## src/rtl/hazard_stall_ctrl_if.sv

```systemverilog
// Bundle of hazard/stall controller signals between the pipeline datapath and the controller.
// The master side is the pipeline and the slave side is the controller.
interface hazard_stall_ctrl_if #(
  parameter int CNT_W = 16
);
  logic [4:0]       id_rs;
  logic [4:0]       id_rt;
  logic             id_uses_rs;
  logic             id_uses_rt;
  logic             idex_mem_read;
  logic [4:0]       idex_rt;
  logic             ex_branch_tk;
  logic             ex_mdu_start;
  logic             dmem_busy;
  logic             pc_write;
  logic             ifid_write;
  logic             ifid_flush;
  logic             idex_hold;
  logic             idex_bubble;
  logic             exmem_hold;
  logic             exmem_bubble;
  logic             mdu_busy;
  logic [CNT_W-1:0] stall_cycles;
  logic [CNT_W-1:0] flush_count;
  logic [1:0]       dbg_state;

  modport master (
    output id_rs, id_rt, id_uses_rs, id_uses_rt, idex_mem_read, idex_rt,
           ex_branch_tk, ex_mdu_start, dmem_busy,
    input  pc_write, ifid_write, ifid_flush, idex_hold, idex_bubble,
           exmem_hold, exmem_bubble, mdu_busy, stall_cycles, flush_count, dbg_state
  );

  modport slave (
    input  id_rs, id_rt, id_uses_rs, id_uses_rt, idex_mem_read, idex_rt,
           ex_branch_tk, ex_mdu_start, dmem_busy,
    output pc_write, ifid_write, ifid_flush, idex_hold, idex_bubble,
           exmem_hold, exmem_bubble, mdu_busy, stall_cycles, flush_count, dbg_state
  );
endinterface

```

## src/rtl/hazard_stall_ctrl.sv

```systemverilog
// Pipeline hazard/stall controller: load-use bubbles, branch flushes, multi-cycle MDU stalls
// and data-memory freezes, plus saturating stall/flush counters.
module hazard_stall_ctrl #(
  parameter int MDU_LAT = 4,
  parameter int CNT_W   = 16
) (
  input logic               clock,
  input logic               reset,
  hazard_stall_ctrl_if.slave hz
);
  localparam int CW = $clog2(MDU_LAT) + 1;

  typedef enum logic [1:0] {
    RUN      = 2'd0,
    MDU_WAIT = 2'd1,
    MEM_WAIT = 2'd2
  } state_t;

  state_t           state_q, state_d;
  logic [CW-1:0]    mdu_cnt_q, mdu_cnt_d;
  logic             done_q, done_d;
  logic [CNT_W-1:0] stall_q, flush_q;

  logic load_use, mdu_phase, cnt_dec_to_zero, mdu_start_ok;
  logic [CW-1:0] cnt_dec;
  logic pc_write, ifid_write, ifid_flush, idex_hold, idex_bubble;
  logic exmem_hold, exmem_bubble, mdu_busy;

  assign load_use = hz.idex_mem_read && (hz.idex_rt != 5'd0) &&
                    ((hz.id_uses_rs && (hz.id_rs == hz.idex_rt)) ||
                     (hz.id_uses_rt && (hz.id_rt == hz.idex_rt)));

  // A memory wait that interrupted an MDU op resumes the MDU stall until the count expires.
  assign mdu_phase       = (state_q == MDU_WAIT) || ((state_q == MEM_WAIT) && (mdu_cnt_q != '0));
  assign cnt_dec         = (mdu_cnt_q != '0) ? mdu_cnt_q - CW'(1) : '0;
  assign cnt_dec_to_zero = (mdu_cnt_q == CW'(1));
  assign mdu_start_ok    = hz.ex_mdu_start && !done_q;

  always_ff @(posedge clock) begin
    if (reset) begin
      state_q   <= RUN;
      mdu_cnt_q <= '0;
      done_q    <= 1'b0;
      stall_q   <= '0;
      flush_q   <= '0;
    end else begin
      state_q   <= state_d;
      mdu_cnt_q <= mdu_cnt_d;
      done_q    <= done_d;
      if (!pc_write && (stall_q != '1))
        stall_q <= stall_q + CNT_W'(1);
      if (ifid_flush && (flush_q != '1))
        flush_q <= flush_q + CNT_W'(1);
    end
  end

  always_comb begin
    state_d   = state_q;
    mdu_cnt_d = mdu_cnt_q;
    done_d    = done_q;
    if (hz.dmem_busy) begin
      state_d   = MEM_WAIT;
      mdu_cnt_d = cnt_dec;
      if (cnt_dec_to_zero) done_d = 1'b1;
    end else if (mdu_phase) begin
      mdu_cnt_d = cnt_dec;
      if (cnt_dec_to_zero) begin
        state_d = RUN;
        done_d  = 1'b1;
      end else begin
        state_d = MDU_WAIT;
      end
    end else begin
      // RUN rules: done masks the start of the op that is just leaving EX.
      state_d = RUN;
      done_d  = 1'b0;
      if (!hz.ex_branch_tk && mdu_start_ok) begin
        mdu_cnt_d = CW'(MDU_LAT - 1);
        if (MDU_LAT == 1) done_d  = 1'b1;
        else              state_d = MDU_WAIT;
      end
    end
  end

  always_comb begin
    pc_write     = 1'b1;
    ifid_write   = 1'b1;
    ifid_flush   = 1'b0;
    idex_hold    = 1'b0;
    idex_bubble  = 1'b0;
    exmem_hold   = 1'b0;
    exmem_bubble = 1'b0;
    mdu_busy     = (mdu_cnt_q != '0);
    if (hz.dmem_busy) begin
      pc_write   = 1'b0;
      ifid_write = 1'b0;
      idex_hold  = 1'b1;
      exmem_hold = 1'b1;
    end else if (mdu_phase || (hz.ex_mdu_start && !done_q && !hz.ex_branch_tk)) begin
      pc_write     = 1'b0;
      ifid_write   = 1'b0;
      idex_hold    = 1'b1;
      exmem_bubble = 1'b1;
      mdu_busy     = 1'b1;
    end else if (hz.ex_branch_tk) begin
      ifid_flush  = 1'b1;
      idex_bubble = 1'b1;
    end else if (load_use) begin
      pc_write    = 1'b0;
      ifid_write  = 1'b0;
      idex_bubble = 1'b1;
    end
  end

  assign hz.pc_write     = pc_write;
  assign hz.ifid_write   = ifid_write;
  assign hz.ifid_flush   = ifid_flush;
  assign hz.idex_hold    = idex_hold;
  assign hz.idex_bubble  = idex_bubble;
  assign hz.exmem_hold   = exmem_hold;
  assign hz.exmem_bubble = exmem_bubble;
  assign hz.mdu_busy     = mdu_busy;
  assign hz.stall_cycles = stall_q;
  assign hz.flush_count  = flush_q;
  assign hz.dbg_state    = state_q;
endmodule
```

## src/flat_wrapper.sv

```systemverilog
// flat-port wrapper written by rule: the top's interface ports become plain ports
module hazard_stall_ctrl_flat 
#(
  parameter int MDU_LAT = 4,
  parameter int CNT_W   = 16
)
  (clock, reset, hz_id_rs, hz_id_rt, hz_id_uses_rs, hz_id_uses_rt, hz_idex_mem_read, hz_idex_rt, hz_ex_branch_tk, hz_ex_mdu_start, hz_dmem_busy, hz_pc_write, hz_ifid_write, hz_ifid_flush, hz_idex_hold, hz_idex_bubble, hz_exmem_hold, hz_exmem_bubble, hz_mdu_busy, hz_stall_cycles, hz_flush_count, hz_dbg_state);
  hazard_stall_ctrl_if #(.CNT_W(CNT_W)) hz_i ();
  input logic clock;
  input logic reset;
  input wire logic [$bits(hz_i.id_rs)-1:0] hz_id_rs;
  input wire logic [$bits(hz_i.id_rt)-1:0] hz_id_rt;
  input wire logic [$bits(hz_i.id_uses_rs)-1:0] hz_id_uses_rs;
  input wire logic [$bits(hz_i.id_uses_rt)-1:0] hz_id_uses_rt;
  input wire logic [$bits(hz_i.idex_mem_read)-1:0] hz_idex_mem_read;
  input wire logic [$bits(hz_i.idex_rt)-1:0] hz_idex_rt;
  input wire logic [$bits(hz_i.ex_branch_tk)-1:0] hz_ex_branch_tk;
  input wire logic [$bits(hz_i.ex_mdu_start)-1:0] hz_ex_mdu_start;
  input wire logic [$bits(hz_i.dmem_busy)-1:0] hz_dmem_busy;
  output wire logic [$bits(hz_i.pc_write)-1:0] hz_pc_write;
  output wire logic [$bits(hz_i.ifid_write)-1:0] hz_ifid_write;
  output wire logic [$bits(hz_i.ifid_flush)-1:0] hz_ifid_flush;
  output wire logic [$bits(hz_i.idex_hold)-1:0] hz_idex_hold;
  output wire logic [$bits(hz_i.idex_bubble)-1:0] hz_idex_bubble;
  output wire logic [$bits(hz_i.exmem_hold)-1:0] hz_exmem_hold;
  output wire logic [$bits(hz_i.exmem_bubble)-1:0] hz_exmem_bubble;
  output wire logic [$bits(hz_i.mdu_busy)-1:0] hz_mdu_busy;
  output wire logic [$bits(hz_i.stall_cycles)-1:0] hz_stall_cycles;
  output wire logic [$bits(hz_i.flush_count)-1:0] hz_flush_count;
  output wire logic [$bits(hz_i.dbg_state)-1:0] hz_dbg_state;
  assign hz_i.id_rs = hz_id_rs;
  assign hz_i.id_rt = hz_id_rt;
  assign hz_i.id_uses_rs = hz_id_uses_rs;
  assign hz_i.id_uses_rt = hz_id_uses_rt;
  assign hz_i.idex_mem_read = hz_idex_mem_read;
  assign hz_i.idex_rt = hz_idex_rt;
  assign hz_i.ex_branch_tk = hz_ex_branch_tk;
  assign hz_i.ex_mdu_start = hz_ex_mdu_start;
  assign hz_i.dmem_busy = hz_dmem_busy;
  assign hz_pc_write = hz_i.pc_write;
  assign hz_ifid_write = hz_i.ifid_write;
  assign hz_ifid_flush = hz_i.ifid_flush;
  assign hz_idex_hold = hz_i.idex_hold;
  assign hz_idex_bubble = hz_i.idex_bubble;
  assign hz_exmem_hold = hz_i.exmem_hold;
  assign hz_exmem_bubble = hz_i.exmem_bubble;
  assign hz_mdu_busy = hz_i.mdu_busy;
  assign hz_stall_cycles = hz_i.stall_cycles;
  assign hz_flush_count = hz_i.flush_count;
  assign hz_dbg_state = hz_i.dbg_state;
  hazard_stall_ctrl #(.MDU_LAT(MDU_LAT), .CNT_W(CNT_W)) u_core (.clock(clock), .reset(reset), .hz(hz_i));
endmodule
```

## config.mk

```make
export PLATFORM = sky130hd
export DESIGN_NAME = hazard_stall_ctrl_flat
export DESIGN_NICKNAME = d
export VERILOG_FILES = /design/src/rtl/hazard_stall_ctrl_if.sv /design/src/rtl/hazard_stall_ctrl.sv /design/src/flat_wrapper.sv
export SDC_FILE = /design/constraint.sdc
export NUM_CORES = 1
export LEC_CHECK = 0
export BUFFER_PORTS_ARGS = -buffer_cell sky130_fd_sc_hd__buf_2
export CORE_UTILIZATION = 40
export DETAILED_ROUTE_END_ITERATION = 8
export GPL_ROUTABILITY_DRIVEN = 0
export MAX_ROUTING_LAYER = met4
export PLACE_DENSITY = 0.69
export SLEW_MARGIN = 0
export SYNTH_ARGS = -nofsm -noshare
export SYNTH_HDL_FRONTEND = slang
export SYNTH_SLANG_ARGS = --single-unit
```

## constraint.sdc

```tcl
create_clock -name clock -period 2.4 [get_ports clock]
set_input_delay 0.72 -clock clock [delete_from_list [all_inputs] [get_ports clock]]
set_output_delay 0.72 -clock clock [all_outputs]
set_load 0.01 [all_outputs]
```

==> impl_metrics.ini, run 1 <==
[sta]
tns_ns = -0.930
clock.fmax_mhz = 376
slew_headroom_pct = 62.4
drv_slew = 0
grt_setup_unrepaired = true
finalCritPeriodShare_pct = 111
setup_violations = 6
fin_crit_ns = 2.66
worst_slew_pin_slew_ns = 0.564
post-route-worst-setup-slack_ns = -0.257
finalHoldViolCount = 0
fin_skew_ns = 0.00838

[routing]
antenna_left = 0
dr.pass1.iters = 4
first_iter_violations = 96
vias_per_cell = 5.08
wire_per_inst_um = 12.4
wirelength_mm = 4.92
num_vias = 2010
drcViolationCount = 0

[worst_setup_path]
crit_path_max_incr_delay_ns = 0.56
worst-path-buf-inv = 2
startpoint_type = flip-flop
critPathKind = flip-flop to primary output
cp.required_ns = 1.68
crit_arrival_ns = 1.94
path_max_fanout = 2
crit_chain = or4_4 -> nand2_2 -> a21o_1 -> inv_1 -> or4_1 -> buf_2
crit_family = simple AND/OR/NAND/NOR gates
crit_slowest_cell = or4_4
cp-end-kind = primary output

[final_layout]
area_growth_pct = 29.9
antenna_cells = 0
fin_nets = 350
final_core_util_pct = 54.3
final_layout_size_suffix_gt1_share_pct = 35.0

[grt]
gr-usage-met2_pct = 31.0
gr-usage-all-layers_pct = 18.5
antenna_found_initial = 0
grt_pass1_vias = 1762
grtUsageMet1_pct = 22.2
grt_pass1_wl_mm = 7.70
grt_busiest_layer = met2
grt_max_degree = 25
gr-total-overflow = 0
grtUsageMet3_pct = 4.15

[synthesis]
syn_area_per_cell_um2 = 8.64
synthArstFlopShare_pct = 0
synth-main-ff-cell = dfxtp_1
syn_nets = 272
synth_common_cells = dfxtp_1, nor2_1, xnor2_1
synth-seq-cells = 38
synth.top_cell.area_share_pct = 35.6
synth_area_mm2 = 0.00213
synth-seq-area-share_pct = 35.6
synth-edff-count = 0
syn_inst = 247
synth_cell_types = 52
synth_area_leaders = dfxtp_1, xnor2_1, nor2_1
ys_warn_count = 0
yosys.area.top_type = dfxtp_1
yosysMostFrequentCell = dfxtp_1

[die]
io_pins = 65
die_w_um = 75.1
die_area_mm2 = 0.00563
die_y_um = 75.1
initial_core_util_pct = 41.8
core_area_mm2 = 0.00511
std_cell_rows = 26

[pwr]
powerDensity_mw_per_mm2 = 477
vdd_drop_max_uv = 336
p_leak_nw = 1.09

[clocking]
htreeDepth = 2
worstSkewPairLatency_ns = 0.29
cts_tree = done
clock_tree.root_cell = clkbuf_8
cts_buffer_depth = 2
cts_sinks = 38
numCtsBuffers = 5
cts.clk_slew.worst_paths_ns = 0.08

[place]
dpl.hpwl_mm = 3.58
pre_cts_slack_ns = -0.109
port_buffers = 64

[run]
drv_cap = 0

[outcome]
status = finished with violations
violations = negative setup slack

[min_path]
hp-class = flip-flop to flip-flop
placed cells by master, fill, tap and decap left out, drive strengths merged, types with 2 or more instances in the layout:
| cell | synthesis | final |
|---|---|---|
| ha | 2 | 2 |
| nor3 | 12 | 12 |
| xor2 | 3 | 3 |
| o21ai | 8 | 8 |
| nand2 | 21 | 21 |
| a31oi | 2 | 2 |
| a21oi | 16 | 16 |
| dfxtp | 38 | 38 |
| nor2 | 30 | 30 |
| nor2b | 3 | 3 |
| nand3 | 13 | 13 |
| nand4 | 8 | 8 |
| nor4 | 2 | 2 |
| or4 | 9 | 9 |
| or3 | 6 | 6 |
| inv | 7 | 7 |
| nand4bb | 2 | 2 |
| buf | 8 | 82 |
| clkbuf | 4 | 7 |
| xnor2 | 23 | 23 |
| or2 | 3 | 3 |
| and4 | 2 | 2 |
| o31ai | 8 | 8 |
| o311ai | 1 | 2 |
final timing paths:
| kind | startpoint | end | slack [ns] | cells past startpoint |
|---|---|---|---|---|
| worst max register to register | u_core.mdu_cnt_q[1] | u_core.hz.flush_count[10] | 0.15 | 8 |
| worst min register to register | u_core.hz.stall_cycles[8] | u_core.hz.stall_cycles[8] | 0.50 | 2 |
| worst max-delay path | u_core.mdu_cnt_q[1] | hz_mdu_busy | -0.26 | 6 |
| worst min-delay path | u_core.hz.stall_cycles[8] | u_core.hz.stall_cycles[8] | 0.50 | 2 |
flip-flops by register name, summed over array words and instances (netlist names):
register	flops
u_core.hz.stall_cycles	16
u_core.hz.dbg_state	2
u_core.mdu_cnt_q	3
u_core.done_q	1
u_core.hz.flush_count	16
power by group:
part | switching, mW | internal [mW]
combinational | 0.116 | 0.103
sequential | 0.0101 | 0.640
clock | 0.223 | 0.232
total | 0.348 | 0.975
cells by family (layout without fill, tap and decap cells):
| kind of cell | after synthesis | in the layout | share of synthesized area, % |
|---|---|---|---|
| buffers and inverters | 19 | 97 | 4.98 |
| xor gates and xnor gates | 26 | 26 | 10.7 |
| adders and majority gates | 2 | 2 | 1.17 |
| muxes | 2 | 2 | 0.996 |
| and+or+nand+nor | 116 | 116 | 31.2 |
| AOI/OAI and AO/OA | 44 | 45 | 15.3 |
| DFF | 38 | 38 | 35.6 |
area by class of cell:
class,count,area [µm²]
Timing Repair Buffer,82,484
Clock buffer,7,86.3
Inverter,7,26.3
Fill cell,490,2330
Multi-Input combinational cell,191,1320
Clock inverter,1,5.00
Sequential cell,38,762
Tap cell,70,87.6
what timing repair did:
item | 4_1_cts | 5_1_grt
buffers inserted | 2 | 2
resized for setup | 4 | 2
hold buffers | 0 | 0
cloned | 0 | 1
endpoints found under the setup margin | 6 | 16
pin swaps | 2 | 2
per-stage QoR:
stage	instance area (µm²)	power [mW]	instances	hold WS, ns
after CTS	2740	1.34	394	0.502
after detailed placement	2610	0.868	384	0.491
after global routing	2770	1.39	396	0.533
after floorplan	2160	0.796	247	0.467
final	2770	1.32	396	0.504
after global placement	2610	0.866	384	0.491
layer usage:
metal | vias to the layer above | routed length, µm
met2 | 54 | 2260
met4 | 0 | 59
met3 | 6 | 270
met1 | 907 | 2330
met5 | - | 0
li1 | 1043 | -
worst reg2reg max path: stages (launching register included):
cell	delay [ns]
dfxtp_1	0.32
or4_4	0.56
a21oi_4	0.23
buf_6	0.14
buf_4	0.17
o311ai_4	0.18
nor4_2	0.34
xnor2_1	0.15
nor2_1	0.05
No activity file was read; power rests on OpenSTA's default activity.
==> run 2, diff against run 1 <==
==> constraint.sdc (replaced) <==
create_clock -name clock -period 2.4 [get_ports clock]
set_input_delay 0.12 -clock clock [delete_from_list [all_inputs] [get_ports clock]]
set_output_delay 0.12 -clock clock [all_outputs]
set_load 0.01 [all_outputs]
==> impl_metrics.ini, run 2 (same netlist as run 1, synthesis figures left out) <==
[grt]
gr-total-overflow = 0
grt_pass1_vias = 1736
gr-usage-met2_pct = 31.8
grt_busiest_layer = met2
gr-usage-all-layers_pct = 18.0
grtUsageMet3_pct = 4.28
grt_max_degree = 25
grt_pass1_wl_mm = 7.59
antenna_found_initial = 0
grtUsageMet1_pct = 20.0

[sta]
slew_headroom_pct = 48.1
finalCritPeriodShare_pct = 93.9
fin_crit_ns = 2.25
worst_slew_pin_slew_ns = 0.776
finalHoldViolCount = 0
fin_skew_ns = 0.00608
clock.fmax_mhz = 444
tns_ns = 0
post-route-worst-setup-slack_ns = 0.147
setup_violations = 0
grt_setup_unrepaired = false
drv_slew = 0

[die]
die_y_um = 75.1
die_w_um = 75.1
std_cell_rows = 26
die_area_mm2 = 0.00563
io_pins = 65
core_area_mm2 = 0.00511
initial_core_util_pct = 41.8

[outcome]
status = complete, no violations

[worst_setup_path]
startpoint_type = flip-flop
critPathKind = flip-flop to primary output
cp-end-kind = primary output
cp.required_ns = 2.28
crit_arrival_ns = 2.13
path_max_fanout = 8

[clocking]
worstSkewPairLatency_ns = 0.29
htreeDepth = 2
cts_sinks = 38
cts_buffer_depth = 2
cts_hold_buf = 0
cts_resized = 0
clock_tree.root_cell = clkbuf_8
cts.clk_slew.worst_paths_ns = 0.07
numCtsBuffers = 5
cts_tree = done

[routing]
dr.pass1.iters = 3
drcViolationCount = 0
vias_per_cell = 5.14
wire_per_inst_um = 12.2
antenna_left = 0
wirelength_mm = 4.70
first_iter_violations = 61
num_vias = 1979

[pwr]
powerDensity_mw_per_mm2 = 482
p_leak_nw = 1.03
vdd_drop_max_uv = 296

[place]
pre_cts_slack_ns = 0.211
dpl_cell_area_mm2 = 0.00253
port_buffers = 64
dpl.hpwl_mm = 3.54

[final_layout]
fin_nets = 341
antenna_cells = 0
fin_area_mm2 = 0.00262
final_cell_mix = buf_2, dfxtp_1, nor2_1, xnor2_1, nand2_1
area_growth_pct = 22.7
final_layout_size_suffix_gt1_share_pct = 30.8
layout_commonest_cell = buf_2

[run]
drv_cap = 0

[min_path]
hp-class = input pin to flip-flop
## run 2: cell types whose count changed in the layout (fill, tap and decap cells not counted), sizes merged
cell,previous run,this run
buf,82,74
clkbuf,7,6
clkinv,1,0
o311ai,2,1
## run 2: layout make-up
class / instances / area, µm²
sequential: 38 / 761
fill: 522 / 2490
tap: 70 / 87.6
clock buffer: 6 / 82.6
timing repair buffer: 74 / 395
inverter: 7 / 26.3
multi-input combinational: 190 / 1270
## run 2: final timing paths
path	from	to	slack (ns)	cells after the start
max	u_core.mdu_cnt_q[0]	hz_ifid_write	0.15	7
min	hz_dmem_busy	u_core.hz.dbg_state[1]	0.13	2
max reg2reg	u_core.hz.flush_count[8]	u_core.hz.flush_count[2]	0.27	6
min reg2reg	u_core.hz.stall_cycles[8]	u_core.hz.stall_cycles[8]	0.49	2
## run 2: metrics by stage
stage / power [mW] / std cells / util (%) / hold WS, ns
floorplan: 0.787 / 247 / - / 0.248
global placement: 0.844 / 378 / 49.5 / 0.417
detailed placement: 0.847 / 378 / 49.5 / 0.426
CTS: 1.28 / 384 / 51.2 / 0.123
global route: 1.32 / 385 / 51.3 / 0.133
finish: 1.26 / 385 / 51.3 / 0.129
## run 2: repair_timing
item | 4_1_cts | 5_1_grt
hold endpoints to repair | 0 | 0
setup buffers | 0 | 1
setup endpoints to repair | 0 | 2
## run 2: power breakdown
group          internal [mW]  switching [mW]  total [mW]
combinational         0.0798           0.102       0.182
clock                  0.221           0.209       0.430
sequential             0.640          0.0118       0.652
total                  0.942           0.322        1.26
## run 2: worst max-delay path, stage by stage, from the launching register on
cell     delay, ns
dfxtp_1       0.37
or4_4         0.58
a21oi_4       0.17
buf_4         0.16
nand2_4       0.07
or2_1         0.26
nand2_1       0.11
buf_2         0.14
## run 2: routing by layer
metal  part of all wire, %  wire (µm)
met3                   5.8        271
met1                    46       2180
met2                    47       2190
met4                   1.3         61
met5                     0          0
